`config.mk`:
```
export PLATFORM = sky130hd
export DESIGN_NAME = mul_arbiter
export DESIGN_NICKNAME = d
export VERILOG_FILES = /design/src/rtl/mul_arbiter_pkg.sv /design/src/rtl/four_bit_multiplier.sv /design/src/rtl/mul_arbiter.sv
export SDC_FILE = /design/constraint.sdc
export NUM_CORES = 1
export LEC_CHECK = 0
export BUFFER_PORTS_ARGS = -buffer_cell sky130_fd_sc_hd__buf_2
export CAP_MARGIN = 15
export CORE_MARGIN = 3
export CORE_UTILIZATION = 30
export CTS_CLUSTER_DIAMETER = 80
export DETAILED_ROUTE_END_ITERATION = 6
export GPL_ROUTABILITY_DRIVEN = 1
export PLACE_DENSITY = 0.53
export REMOVE_ABC_BUFFERS = 1
export SYNTH_ARGS = -nofsm -noshare
export SYNTH_HDL_FRONTEND = slang
export SYNTH_SLANG_ARGS = --single-unit
```
`constraint.sdc`:
```
create_clock -name clk -period 4.8 [get_ports clk]
set_input_delay 0 -clock clk [delete_from_list [all_inputs] [get_ports clk]]
set_output_delay 0 -clock clk [all_outputs]
set_load 0.01 [all_outputs]
```
`src/rtl/mul_arbiter_pkg.sv`:
```
// Shared types and widths for the two-requester multiply arbiter.
package mul_arbiter_pkg;
  localparam int unsigned OP_W   = 4;
  localparam int unsigned PROD_W = 8;

  typedef enum logic [1:0] {
    IDLE,
    EXEC,
    RESP
  } state_e;
endpackage

```
`src/rtl/four_bit_multiplier.sv`:
```
// Combinational 4x4 unsigned array multiplier: shifted partial-product rows summed.
module four_bit_multiplier
  import mul_arbiter_pkg::*;
(
  input  logic [OP_W-1:0]   a_i,
  input  logic [OP_W-1:0]   b_i,
  output logic [PROD_W-1:0] y_o
);
  logic [PROD_W-1:0] acc;

  always_comb begin
    acc = '0;
    for (int unsigned i = 0; i < OP_W; i++) begin
      if (b_i[i]) acc = acc + (PROD_W'(a_i) << i);
    end
    y_o = acc;
  end
endmodule

```
`src/rtl/mul_arbiter.sv`:
```
// Round-robin arbiter sharing one 4x4 multiplier between two requesters.
module mul_arbiter
  import mul_arbiter_pkg::*;
#(
  parameter int unsigned RR_FIRST = 0
) (
  input  logic              clk,
  input  logic              rst_n,
  input  logic              req0_valid,
  input  logic              req1_valid,
  input  logic [OP_W-1:0]   req0_a,
  input  logic [OP_W-1:0]   req0_b,
  input  logic [OP_W-1:0]   req1_a,
  input  logic [OP_W-1:0]   req1_b,
  output logic              req0_ready,
  output logic              req1_ready,
  output logic              rsp0_valid,
  output logic              rsp1_valid,
  output logic [PROD_W-1:0] rsp0_y,
  output logic [PROD_W-1:0] rsp1_y,
  input  logic              rsp0_ready,
  input  logic              rsp1_ready,
  output logic              busy
);
  // last_q resets to the other requester so RR_FIRST wins the first tie
  localparam logic LAST_RST = (RR_FIRST == 0) ? 1'b1 : 1'b0;

  state_e            state_q, state_d;
  logic              owner_q, owner_d;
  logic              last_q, last_d;
  logic [OP_W-1:0]   a_q, a_d, b_q, b_d;
  logic [PROD_W-1:0] res_q, res_d;
  logic [PROD_W-1:0] prod;
  logic              grant, accept, owner_rdy;

  four_bit_multiplier u_mult (
    .a_i(a_q),
    .b_i(b_q),
    .y_o(prod)
  );

  always_comb begin
    grant      = (req0_valid && req1_valid) ? ~last_q : req1_valid;
    // rst_n gating keeps ready low while reset holds the FSM in IDLE
    accept     = rst_n && (state_q == IDLE) && (req0_valid || req1_valid);
    req0_ready = accept && !grant;
    req1_ready = accept && grant;
    owner_rdy  = owner_q ? rsp1_ready : rsp0_ready;
    rsp0_valid = (state_q == RESP) && !owner_q;
    rsp1_valid = (state_q == RESP) && owner_q;
    rsp0_y     = rsp0_valid ? res_q : '0;
    rsp1_y     = rsp1_valid ? res_q : '0;
    busy       = (state_q != IDLE);
  end

  always_comb begin
    state_d = state_q;
    owner_d = owner_q;
    last_d  = last_q;
    a_d     = a_q;
    b_d     = b_q;
    res_d   = res_q;
    unique case (state_q)
      IDLE: begin
        if (accept) begin
          owner_d = grant;
          last_d  = grant;
          a_d     = grant ? req1_a : req0_a;
          b_d     = grant ? req1_b : req0_b;
          state_d = EXEC;
        end
      end
      EXEC: begin
        res_d   = prod;
        state_d = RESP;
      end
      RESP: begin
        if (owner_rdy) state_d = IDLE;
      end
      default: state_d = IDLE;
    endcase
  end

  always_ff @(posedge clk or negedge rst_n) begin
    if (!rst_n) begin
      state_q <= IDLE;
      owner_q <= 1'b0;
      last_q  <= LAST_RST;
      a_q     <= '0;
      b_q     <= '0;
      res_q   <= '0;
    end else begin
      state_q <= state_d;
      owner_q <= owner_d;
      last_q  <= last_d;
      a_q     <= a_d;
      b_q     <= b_d;
      res_q   <= res_d;
    end
  end
endmodule

```
; Yosys cells after proc, flatten, opt, wreduce, memory -nomap -nowiden
; Cells that the tools add are included.
; Widths: inputs -> output; s select.
[totals]
word_cells = 41
memories = 0
rom_bits = 0
latchBits = 0
mem_bits_rw = 0
reg_bits = 20
[op_classes]
div = 0
n_lt_le_gt_ge = 0
multipliers = 0
eq_ne = 4
muxes = 13
bitwise = 1
reduce_logical = 14
add_sub_neg = 3
n_shift = 0
[op_table]
columns = operator, count
row1 = $mux 8, 5
row2 = $mux 4, 3
row3 = $add 8x5->8, 1
row4 = $add 8x6->8, 1
row5 = $add 8x7->8, 1
row6 = $logic_and 1x1->1, 7
row7 = $pmux 2 s3, 1
row8 = $mux 2, 2
row9 = $ne 2x2->1 const B, 2
row10 = $reduce_and 2->1, 2
row11 = $eq 2x1->1 const B, 1
row12 = $eq 2x2->1 const B, 1
row13 = $logic_not 1->1, 2
row14 = $logic_not 2->1, 1
row15 = $mux 1, 2
row16 = $reduce_bool 2->1, 1
row17 = $logic_or 1x1->1, 1
row18 = $not 1->1, 1

; Logic depth before layout (Yosys ltp)
; Gate-level depths: netlist of run 1.
[depth]
ltp_word = 7
depth_mapped = 18
depth_no_buf = 18

; Modules after synthesis
; A second synthesis of run 1 with hierarchy kept.
[unflattened]
cells_unflattened = 149
area_unflattened_um2 = 1557.7
[modules_own_cells]
columns = mod, cells_per_inst, seq_area_each_um2, n_inst, area_per_inst_um2
row1 = mul_arbiter, 80, 501.7, 1, 994.7
row2 = four_bit_multiplier, 69, 0.0, 1, 563.0

; Worst setup path before layout of run 1
; No wires, ideal clock.
[synth_path]
kind = register -> register
start = register a_q[1]
end = register res_q[7]
setup_slack_ns = 1.438
period_less_slack_ns = 3.362
setup_ns = 0.127
path_stages_with_launch = 16
t_arrival_ns = 3.235
cell_sequence = dfrtp_1 -> and2_1 -> ha_1 -> inv_1 -> fa_1 -> mux2i_1 -> ha_1 -> inv_1 -> fa_1 -> nand2_1 -> o31a_1 -> ha_1 -> fa_1 -> a21o_1 -> a21oi_1 -> o21ai_0
[synth_via]
elab_chain_len = 7
[synth_lines]
columns = item, line_no
row1 = "start, declared", mul_arbiter.sv:31  ; logic [OP_W-1:0] a_q, a_d, b_q, b_d;
row2 = "start signal, assigned", mul_arbiter.sv:89  ; a_q <= '0;
row3 = "start signal, assigned", mul_arbiter.sv:96  ; a_q <= a_d;
row4 = $mux 4, four_bit_multiplier.sv:14  ; if (b_i[i]) acc = acc + (PROD_W'(a_i) << i);
row5 = $add 8x5->8, four_bit_multiplier.sv:14
row6 = $mux 8, four_bit_multiplier.sv:14
row7 = $add 8x6->8, four_bit_multiplier.sv:14
row8 = $mux 8, four_bit_multiplier.sv:14
row9 = $add 8x7->8, four_bit_multiplier.sv:14
row10 = $mux 8 *, four_bit_multiplier.sv:14
row11 = "end signal, assigned", mul_arbiter.sv:98  ; res_q <= res_d;
row12 = "end, declared", mul_arbiter.sv:32  ; logic [PROD_W-1:0] res_q, res_d;
; Mark *: on every way between the ends. The rest lies on a longest branch, timed or not.
; A chain may end at the register's enable or synchronous reset.

; Worst setup path in the final report of run 1
; Ends and elaborated chain as after synthesis.

==> impl_metrics.ini, run 1 <==
[run_status]
status = completed

[place]
place_inst = 272
gp_congestion = 0.782
portBuffers = 42
dp_slack_ns = 1.14
hpwl_um = 2630

[pwr]
p_leak_nw = 1.00
ir_worst_vdd_mv = 0.215
power_density_mw_per_mm2 = 576

[synthesis]
synth.distinct_cells = 33
netlist_area_mm2 = 0.00149
ys_seq_area_share_pct = 33.7
synth.avg_cell_area_um2 = 8.80
synth_area_leaders = dfrtp_1, ha_1, mux2i_1, and2_1, nand2_1
ys_warn_count = 0
synth_seq_cells = 20
yosysTopAreaCellShare_pct = 32.0
yosys.area.top_type = dfrtp_1
synth_cells = 169

[die]
num_rows = 24
die_y_um = 76.4
start_util_pct = 32.6
die_area_mm2 = 0.00584
core-area_mm2 = 0.00456
boundaryPins = 43
dieWidth_um = 76.4

[setup_path]
cpMostUsedCell = fa_1
r2r_cells = 15
cpPeakStageDelay_ns = 0.51
rrSetupSlack_ns = 1.10
cp_num_buf_inv = 1
cp_cell_sequence = and2_1 -> ha_1 -> inv_1 -> fa_1 -> xnor2_1 -> a21oi_1 -> nor2_1 -> fa_1 -> nand2_1 -> o31a_1 -> ha_1 -> fa_1 -> a21o_1 -> a21oi_1 -> o21ai_0
end_kind = register
critPathKind = reg -> reg
reg2reg_from = a_q[1]
endpoint = res_q[7]
crit_cells = 15
path_delay_family = adder cells
crit_required_ns = 4.93
start_kind = register
timing.rr.end = res_q[7]
worst_path_max_delay_cell = fa_1
worstPathMaxFanout = 7
cp-startpoint = a_q[1]
cp_data_arrival_time_ns = 3.84

[timing]
rsz0062_at_grt = false
finClkSkew_ns = 0.00347
setup_viol = 0
setup_slack_ns = 1.10
clock.fmax_ghz = 0.270
drv_slew = 0
period_share_pct = 77.2
finalHoldViolations = 0
fin_setup_tns_ns = 0
fin_crit_ns = 3.70
worstMarginPinSlew_ns = 1.03
slew_headroom_pct = 31.3

[clock_network]
cts_tree = yes
clockRootBuffer = clkbuf_8
cts_buffer_depth = 2
clk_latency_ns = 0.25
clock-sinks = 20
path_clk_slew_ns = 0.08
cts_made_buffers = 3
htreeDepth = 1
ctsResizeCount = 0

[cells_and_area]
areaGrowthSynthToFinish_pct = 24.1
final_cells = 277
nets = 249
finish.utilization_pct = 40.5
antenna_cells = 0
fillerInstances = 498
final_cell_mix = buf_2, nand2_1, dfrtp_1
drive_above_1_share_pct = 24.1
final_common_cell = buf_2

[grt]
grt_pass1_vias = 1207
grt_overflow = 0
antenna_found_initial = 0
grt_usage_pct = 11.4
grt_max_degree = 22
grt_pass1_wl_um = 5560

[drt]
drc = 0
detail_route.wl_per_cell_um = 11.5
drtPass1Iterations = 4
vias = 1261
via_per_inst = 4.55
drt_iter0_markers = 40
routed_wl_um = 3190
drtAntennaViolNets = 0

[job]
max-cap-violations = 0

[min_path]
min_path_type = in -> reg
==> kinds of logic after synthesis <==
logic type	synth area share (%)
AO/OA/AOI/OAI	15.5
buffers and inverters	4.46
multiplexers	8.16
AND/OR/NAND/NOR	21.7
XOR/XNOR	1.77
flip-flops	33.7
adder cells (fa/ha/maj)	14.7
==> worst min-delay path: cells and delay by family <==
kind / cells / cell delay, ns
AO/OA/AOI/OAI: 1 / 0.13
buffers and inverters: 1 / 0.07
multiplexers: 1 / 0.05
==> metal layers <==
layer,routed length (um),vias up,GRT usage [%]
met2,1440,30,18.8
met1,1600,571,15.6
li1,-,660,-
met3,150,0,3.19
met5,0,-,0
met4,0,0,0.543
==> report_power, final <==
| part | total (mW) | leakage, nW | switching (mW) | internal, mW |
|---|---|---|---|---|
| sequential | 0.350 | 0.250 | 0.105 | 0.245 |
| clock | 0.166 | 0.0357 | 0.0549 | 0.111 |
| combinational | 0.547 | 0.718 | 0.296 | 0.251 |
==> flip-flops by register name, summed over array words and instances, names as in the netlist <==
register  flops
a_q           4
b_q           4
last_q        1
owner_q       1
res_q         8
state_q       2
==> how the worst min path moves through the flow <==
| stage | to | startpoint | slack [ns] | cells past startpoint |
|---|---|---|---|---|
| finish | b_q[2] | req0_b[2] | 0.03 | 3 |
| detailed placement | res_q[7] | rst_n | -0.02 | 1 |
| global route | a_q[2] | req0_a[2] | 0.04 | 3 |
| floorplan | a_q[0] | rst_n | -0.30 | 0 |
| global placement | res_q[6] | rst_n | -0.008 | 1 |
| CTS | a_q[2] | req1_a[2] | 0.03 | 3 |
==> through the flow <==
| step | power [mW] | instance area [um2] | hold slack, ns |
|---|---|---|---|
| 6_report | 1.06 | 1850 | 0.0295 |
| 3_5_place_dp | 0.908 | 1770 | -0.0157 |
| 3_3_place_gp | 0.904 | 1770 | -0.00794 |
| 2_1_floorplan | 0.745 | 1470 | -0.296 |
| 4_1_cts | 1.08 | 1850 | 0.0272 |
| 5_1_grt | 1.18 | 1850 | 0.0356 |
==> synth_stat cells <==
| cell type | count |
|---|---|
| nor2b_1 | 1 |
| inv_1 | 12 |
| maj3_2 | 1 |
| o21ai_0 | 16 |
| o211ai_1 | 1 |
| fa_1 | 3 |
| nand2b_1 | 6 |
| a211oi_1 | 1 |
| xor2_1 | 1 |
| a21boi_0 | 1 |
| and3_1 | 3 |
| mux2i_1 | 11 |
| o21a_1 | 1 |
| nand4b_1 | 1 |
| buf_2 | 2 |
| a21oi_1 | 7 |
| o31a_1 | 1 |
| maj3_1 | 1 |
| dfstp_2 | 1 |
| xnor2_1 | 2 |
| a21o_1 | 3 |
| nand2_1 | 24 |
| dfrtp_1 | 19 |
| clkbuf_1 | 3 |
| nand3_1 | 5 |
| a22oi_1 | 1 |
| a2111oi_4 | 1 |
| o22ai_1 | 1 |
| and2_1 | 17 |
| ha_1 | 11 |
| a31oi_1 | 2 |
| nor2_1 | 8 |
| mux2_2 | 1 |
==> timing repair <==
item | 4_1_cts | 5_1_grt
buffers inserted | 0 | 0
hold endpoints to repair | 19 | 0
hold buffers | 1 | 0
==> cell type report <==
cell class	count	area [um2]	share of cell area, %
multi-input cells	132	920	49.8
repair buffers	44	228	12.3
flip-flops and latches	20	502	27.2
well taps	65	81.3	4.40
clock buffers	3	41.3	2.24
inverters	12	45.0	2.44
clock inverters	1	30.0	1.63
Note: power is estimated with default switching activity, not from simulation.
==> run 2: changes to the inputs <==
==> constraint.sdc (replaced) <==
create_clock -name clk -period 3.77 [get_ports clk]
set_input_delay 0 -clock clk [delete_from_list [all_inputs] [get_ports clk]]
set_output_delay 0 -clock clk [all_outputs]
set_load 0.01 [all_outputs]
==> impl_metrics.ini, run 2 (same netlist as run 1, synthesis figures left out) <==
[cells_and_area]
final-seq-area_um2 = 503
multiInputGateArea_um2 = 932
regMostFlops = res_q
drive_above_1_share_pct = 27.8
areaGrowthSynthToFinish_pct = 26.0
largest_register_ffs = 8
finalInstanceArea_mm2 = 0.00187
antenna_cells = 0
fillerInstances = 500
top_regs = res_q (8), a_q (4), b_q (4)
final_cells = 281
nets = 253
final_cell_mix = buf_2, nand2_1, dfrtp_1
final_common_cell = buf_2

[setup_path]
crit_required_ns = 3.91
cp_cell_sequence = and2_1 -> ha_1 -> inv_1 -> fa_1 -> mux2i_2 -> ha_2 -> inv_1 -> fa_1 -> nand2_1 -> o31a_1 -> ha_1 -> fa_2 -> a21o_1 -> a21oi_2 -> o21ai_0
start_kind = register
end_kind = register
timing.rr.end = res_q[7]
r2r_cells = 15
critPathKind = reg -> reg
rrSetupSlack_ns = 0.22
worst_path_max_delay_cell = fa_1
reg2reg_from = b_q[0]
endpoint = res_q[7]
cp-startpoint = b_q[0]
cp_data_arrival_time_ns = 3.70
cpPeakStageDelay_ns = 0.48
worstPathMaxFanout = 5

[timing]
period_share_pct = 94.3
slew_headroom_pct = 32.9
rsz0062_at_grt = false
drv_slew = 0
finClkSkew_ns = 0.00357
clock.fmax_ghz = 0.281
worstMarginPinSlew_ns = 1.00
fin_crit_ns = 3.55
setup_slack_ns = 0.215
finalHoldViolations = 0
fin_setup_tns_ns = 0
setup_viol = 0

[clock_network]
clock-sinks = 20
path_clk_slew_ns = 0.08
clk_latency_ns = 0.26
cts_made_buffers = 3
clockRootBuffer = clkbuf_8
cts_buffer_depth = 2
cts_tree = yes
htreeDepth = 1

[die]
die_y_um = 76.4
start_util_pct = 32.6
dieWidth_um = 76.4
die_area_mm2 = 0.00584
boundaryPins = 43
core-area_mm2 = 0.00456
num_rows = 24

[drt]
detail_route.wl_per_cell_um = 11.5
drc = 0
drtAntennaViolNets = 0
via_per_inst = 4.43
routed_wl_um = 3230
drtPass1Iterations = 4
drt_iter0_markers = 42
vias = 1246

[pwr]
power_frac_seq_pct = 30.2
finalPower_mw = 1.36
power_density_mw_per_mm2 = 724
swShare_pct = 43.7
power_frac_clock_pct = 12.0
ir_worst_vdd_mv = 0.288
power_frac_comb_pct = 57.8
p_switching_mw = 0.593
internal-power_mw = 0.764
p_leak_nw = 1.01

[grt]
antenna_found_initial = 0
grt_pass1_vias = 1221
grt_max_degree = 22
grt_overflow = 0
grt_pass1_wl_um = 5690
grt_usage_pct = 11.6

[job]
max-cap-violations = 0

[place]
portBuffers = 42
place_inst = 275
dp_slack_ns = 0.0722
dpl_cell_area_mm2 = 0.00179
hpwl_um = 2640
gp_congestion = 0.781

[min_path]
min_path_type = in -> reg

[run_status]
status = completed
[run 2: timing repair]
action | 4_1_cts | 5_1_grt
hold buffers | 1 | 0
resized for setup | 0 | 6
setup endpoints to repair | 0 | 4
buffers inserted | 0 | 1
endpoints found under the hold margin | 19 | 0
[run 2: per-stage QoR]
stage          hold WS, ns  utilization (%)
6_report            0.0295             41.1
5_1_grt             0.0455             41.1
4_1_cts             0.0298             40.6
3_5_place_dp       -0.0151             39.2
3_3_place_gp      -0.00784             39.2
2_1_floorplan       -0.296                -
[run 2: per-layer routing]
metal  track usage (%)  wire length, um  up-vias
met5                 0                0        -
met4                 0                0        0
met3              3.07              174        0
met2              19.2             1450       37
met1              16.0             1610      541
li1                  -                -      668
[run 2: cell type report]
type | count | area share [%]
clock buffers | 4 | 2.94
flip-flops and latches | 20 | 26.8
well taps | 65 | 4.34
repair buffers | 48 | 13.8
inverters | 12 | 2.40
multi-input cells | 132 | 49.7
[run 2: worst max-delay path: cells and delay by family, from the launching register on]
kind	cells	cell delay, ns
AOI/OAI and AO/OA	4	0.59
buffers and inverters	2	0.12
muxes	1	0.18
adders and majority gates	6	1.89
DFF	1	0.44
and+or+nand+nor	2	0.23
[run 2: power by group through the flow]
stage               registers, mW  clock network (mW)  logic, mW
CTS                         0.414               0.170      0.767
global placement            0.415                   0      0.759
finish                      0.410               0.163      0.784
detailed placement          0.417                   0      0.763
floorplan                   0.406                   0      0.543
global route                0.432               0.180      0.910
[run 2: worst min-delay path by stage]
stage                          start    endpoint  slack, ns  depth (start not counted)
after detailed placement       rst_n    res_q[7]      -0.02                          1
after global placement         rst_n    res_q[6]     -0.008                          1
final                      req0_b[3]      b_q[3]       0.03                          3
after floorplan                rst_n      a_q[0]      -0.30                          0
after CTS                  req1_a[3]      a_q[3]       0.03                          3
after global routing      rsp0_ready  state_q[1]       0.05                          3
==> run 3: changes to the inputs <==
--- a/config.mk
+++ b/config.mk
@@ -5,6 +5,7 @@
 export SDC_FILE = /design/constraint.sdc
 export NUM_CORES = 1
 export LEC_CHECK = 0
+export ABC_AREA = 1
 export BUFFER_PORTS_ARGS = -buffer_cell sky130_fd_sc_hd__buf_2
 export CAP_MARGIN = 15
 export CORE_MARGIN = 3
==> impl_metrics.ini, run 3 <==
[pwr]
p_leak_nw = 1.13
ir_worst_vdd_mv = 0.250
power_density_mw_per_mm2 = 677

[die]
die_area_mm2 = 0.00602
start_util_pct = 31.7
boundaryPins = 43
dieWidth_um = 77.6
num_rows = 25
core-area_mm2 = 0.00485
die_y_um = 77.6

[grt]
grt_max_degree = 22
grt_usage_pct = 14.4
grt_overflow = 0
antenna_found_initial = 0
grt_pass1_wl_um = 6980
grt_pass1_vias = 1570

[synthesis]
synth_fa_ha_area_share_pct = 12.9
synth.avg_cell_area_um2 = 7.25
netlist_area_mm2 = 0.00154
synth_cells = 212
synth_compound_area_share_pct = 11.8
ys_top_cells_by_count = nand2_1, inv_1, nor2_1, nand3_1, dfrtp_1
yosys.area_share.simple_pct = 32.1
synth.distinct_cells = 27
synth_edf_count = 0
synth_seq_cells = 20
ys_warn_count = 0
synth_flop_cell = dfrtp_1
synth_area_leaders = dfrtp_1, nand2_1, ha_1, inv_1, nand3_1
synth_most_common_cell = nand2_1
async_reset_ff_share_pct = 100
ys_seq_area_share_pct = 32.6
yosysTopAreaCellShare_pct = 30.9
synthXorXnorAreaFrac_pct = 0.570
synth_top_family_by_area = simple AND/OR/NAND/NOR gates
synth.area.mux_share_pct = 0
yosys.area.top_type = dfrtp_1

[cells_and_area]
top_regs = res_q (8), a_q (4), b_q (4)
areaGrowthSynthToFinish_pct = 35.6
final_common_cell = nand2_1
regMostFlops = res_q
final_cell_mix = nand2_1, buf_2, inv_1
antenna_cells = 0
largest_register_ffs = 8
fillerInstances = 526
nets = 314
finalInstanceArea_mm2 = 0.00208
drive_above_1_share_pct = 22.0

[timing]
fin_crit_ns = 3.54
slew_headroom_pct = 44.8
finalHoldViolations = 0
clock.fmax_ghz = 0.283
worstMarginPinSlew_ns = 0.825
drv_slew = 0
rsz0062_at_grt = false
fin_setup_tns_ns = 0
finClkSkew_ns = 0.00216
setup_viol = 0
period_share_pct = 93.9

[clock_network]
htreeDepth = 1
path_clk_slew_ns = 0.08
clock-sinks = 20
cts_setup_buffers = 0
clk_latency_ns = 0.26
cts_made_buffers = 3
clockRootBuffer = clkbuf_8
cts_buffer_depth = 2
cts_tree = yes

[setup_path]
cp_data_arrival_time_ns = 3.74
reg2reg_from = b_q[0]
cp-startpoint = b_q[0]
worstPathMaxFanout = 3
start_kind = register
critPathKind = reg -> reg
end_kind = register
crit_required_ns = 3.97

[drt]
drc = 0
routed_wl_um = 3970
drt_iter0_markers = 53
vias = 1541
detail_route.wl_per_cell_um = 11.5
drtAntennaViolNets = 0
via_per_inst = 4.48
drtPass1Iterations = 4

[place]
hpwl_um = 3110
gp_congestion = 0.885
portBuffers = 42
dpl_cell_area_mm2 = 0.00184

[run_status]
status = completed

[job]
max-cap-violations = 0

[min_path]
min_path_type = in -> reg
min-delay-start = req1_b[3]
-- run 3: changes by cell type in the layout (fill, tap and decap cells not counted), sizes merged, moves of 3 or more --
| cell | delta |
|---|---|
| nand2 | +30 |
| inv | +23 |
| nor2 | +18 |
| dlygate4sd3 | +17 |
| nand3 | +17 |
| and2 | -16 |
| mux2i | -11 |
| nand2b | -6 |
| o211ai | +5 |
| o21ai | -4 |
| a21o | -3 |
| and3 | -3 |
-- run 3: metrics by stage --
| stage | setup slack, ns | power (mW) | util, % | hold slack (ns) | cells |
|---|---|---|---|---|---|
| global placement | 0.284 | 1.17 | 38.0 | -0.0183 | 322 |
| finish | 0.230 | 1.41 | 43.0 | 0.0164 | 344 |
| floorplan | 0.318 | 0.940 | - | -0.296 | 210 |
| CTS | 0.117 | 1.42 | 42.9 | 0.00157 | 344 |
| global route | 0.00146 | 1.58 | 43.0 | 0.0212 | 344 |
| detailed placement | 0.179 | 1.18 | 38.0 | -0.0150 | 322 |
-- run 3: cell type report --
type                            instances  area [um2]  share of cell area [%]
Multi-Input combinational cell        153         887                    42.6
Sequential cell                        20         502                    24.1
Timing Repair Buffer                   63         413                    19.8
Inverter                               37         144                    6.90
Tap cell                               67        83.8                    4.02
Clock buffer                            4        55.1                    2.64
-- run 3: critical path, cell delays in order, from the launching register on --
cell and delay (ns):
dfrtp_1 0.38, nand2_1 0.09, inv_1 0.05, ha_1 0.19, inv_1 0.08, fa_1 0.43
o21ai_1 0.18, ha_1 0.18, inv_1 0.05, fa_1 0.40, xnor2_1 0.13, or2_2 0.28
a21boi_1 0.16, fa_1 0.40, inv_1 0.09, a21oi_1 0.06, o21ai_0 0.07, nand2_1 0.07
inv_1 0.08, nand2_1 0.05, nand2_1 0.05
-- run 3: logic make-up after synthesis --
group	Yosys count
simple gates	107
flops	20
fa+ha+maj	14
buf+inv	39
compound gates	31
xor+xnor	1
-- run 3: path summary, 6_finish.rpt --
kind | end | slack [ns] | cells after the start
max reg2reg | res_q[5] | 0.23 | 20
max in group asynchronous | last_q | 3.19 | 2
min | b_q[3] | 0.02 | 3
max | res_q[5] | 0.23 | 20
min reg2reg | res_q[5] | 0.49 | 2
min in group asynchronous | res_q[4] | 0.22 | 2
-- run 3: power breakdown --
part / internal (mW) / switching, mW / leakage (nW) / total [mW]
registers: 0.308 / 0.0759 / 0.251 / 0.384
logic: 0.367 / 0.496 / 0.848 / 0.863
clock network: 0.0929 / 0.0715 / 0.0288 / 0.164
-- run 3: metal layers --
layer | track usage [%] | part of all wire [%]
met2 | 25.9 | 48
met4 | 3.20 | 0.98
met1 | 17.4 | 46
met5 | 0 | 0
met3 | 2.90 | 4.3
-- run 3: repair_timing --
action	CTS	global route
hold buffers	18	0
endpoints found under the setup margin	0	4
resized for setup	0	5
endpoints found under the hold margin	28	0
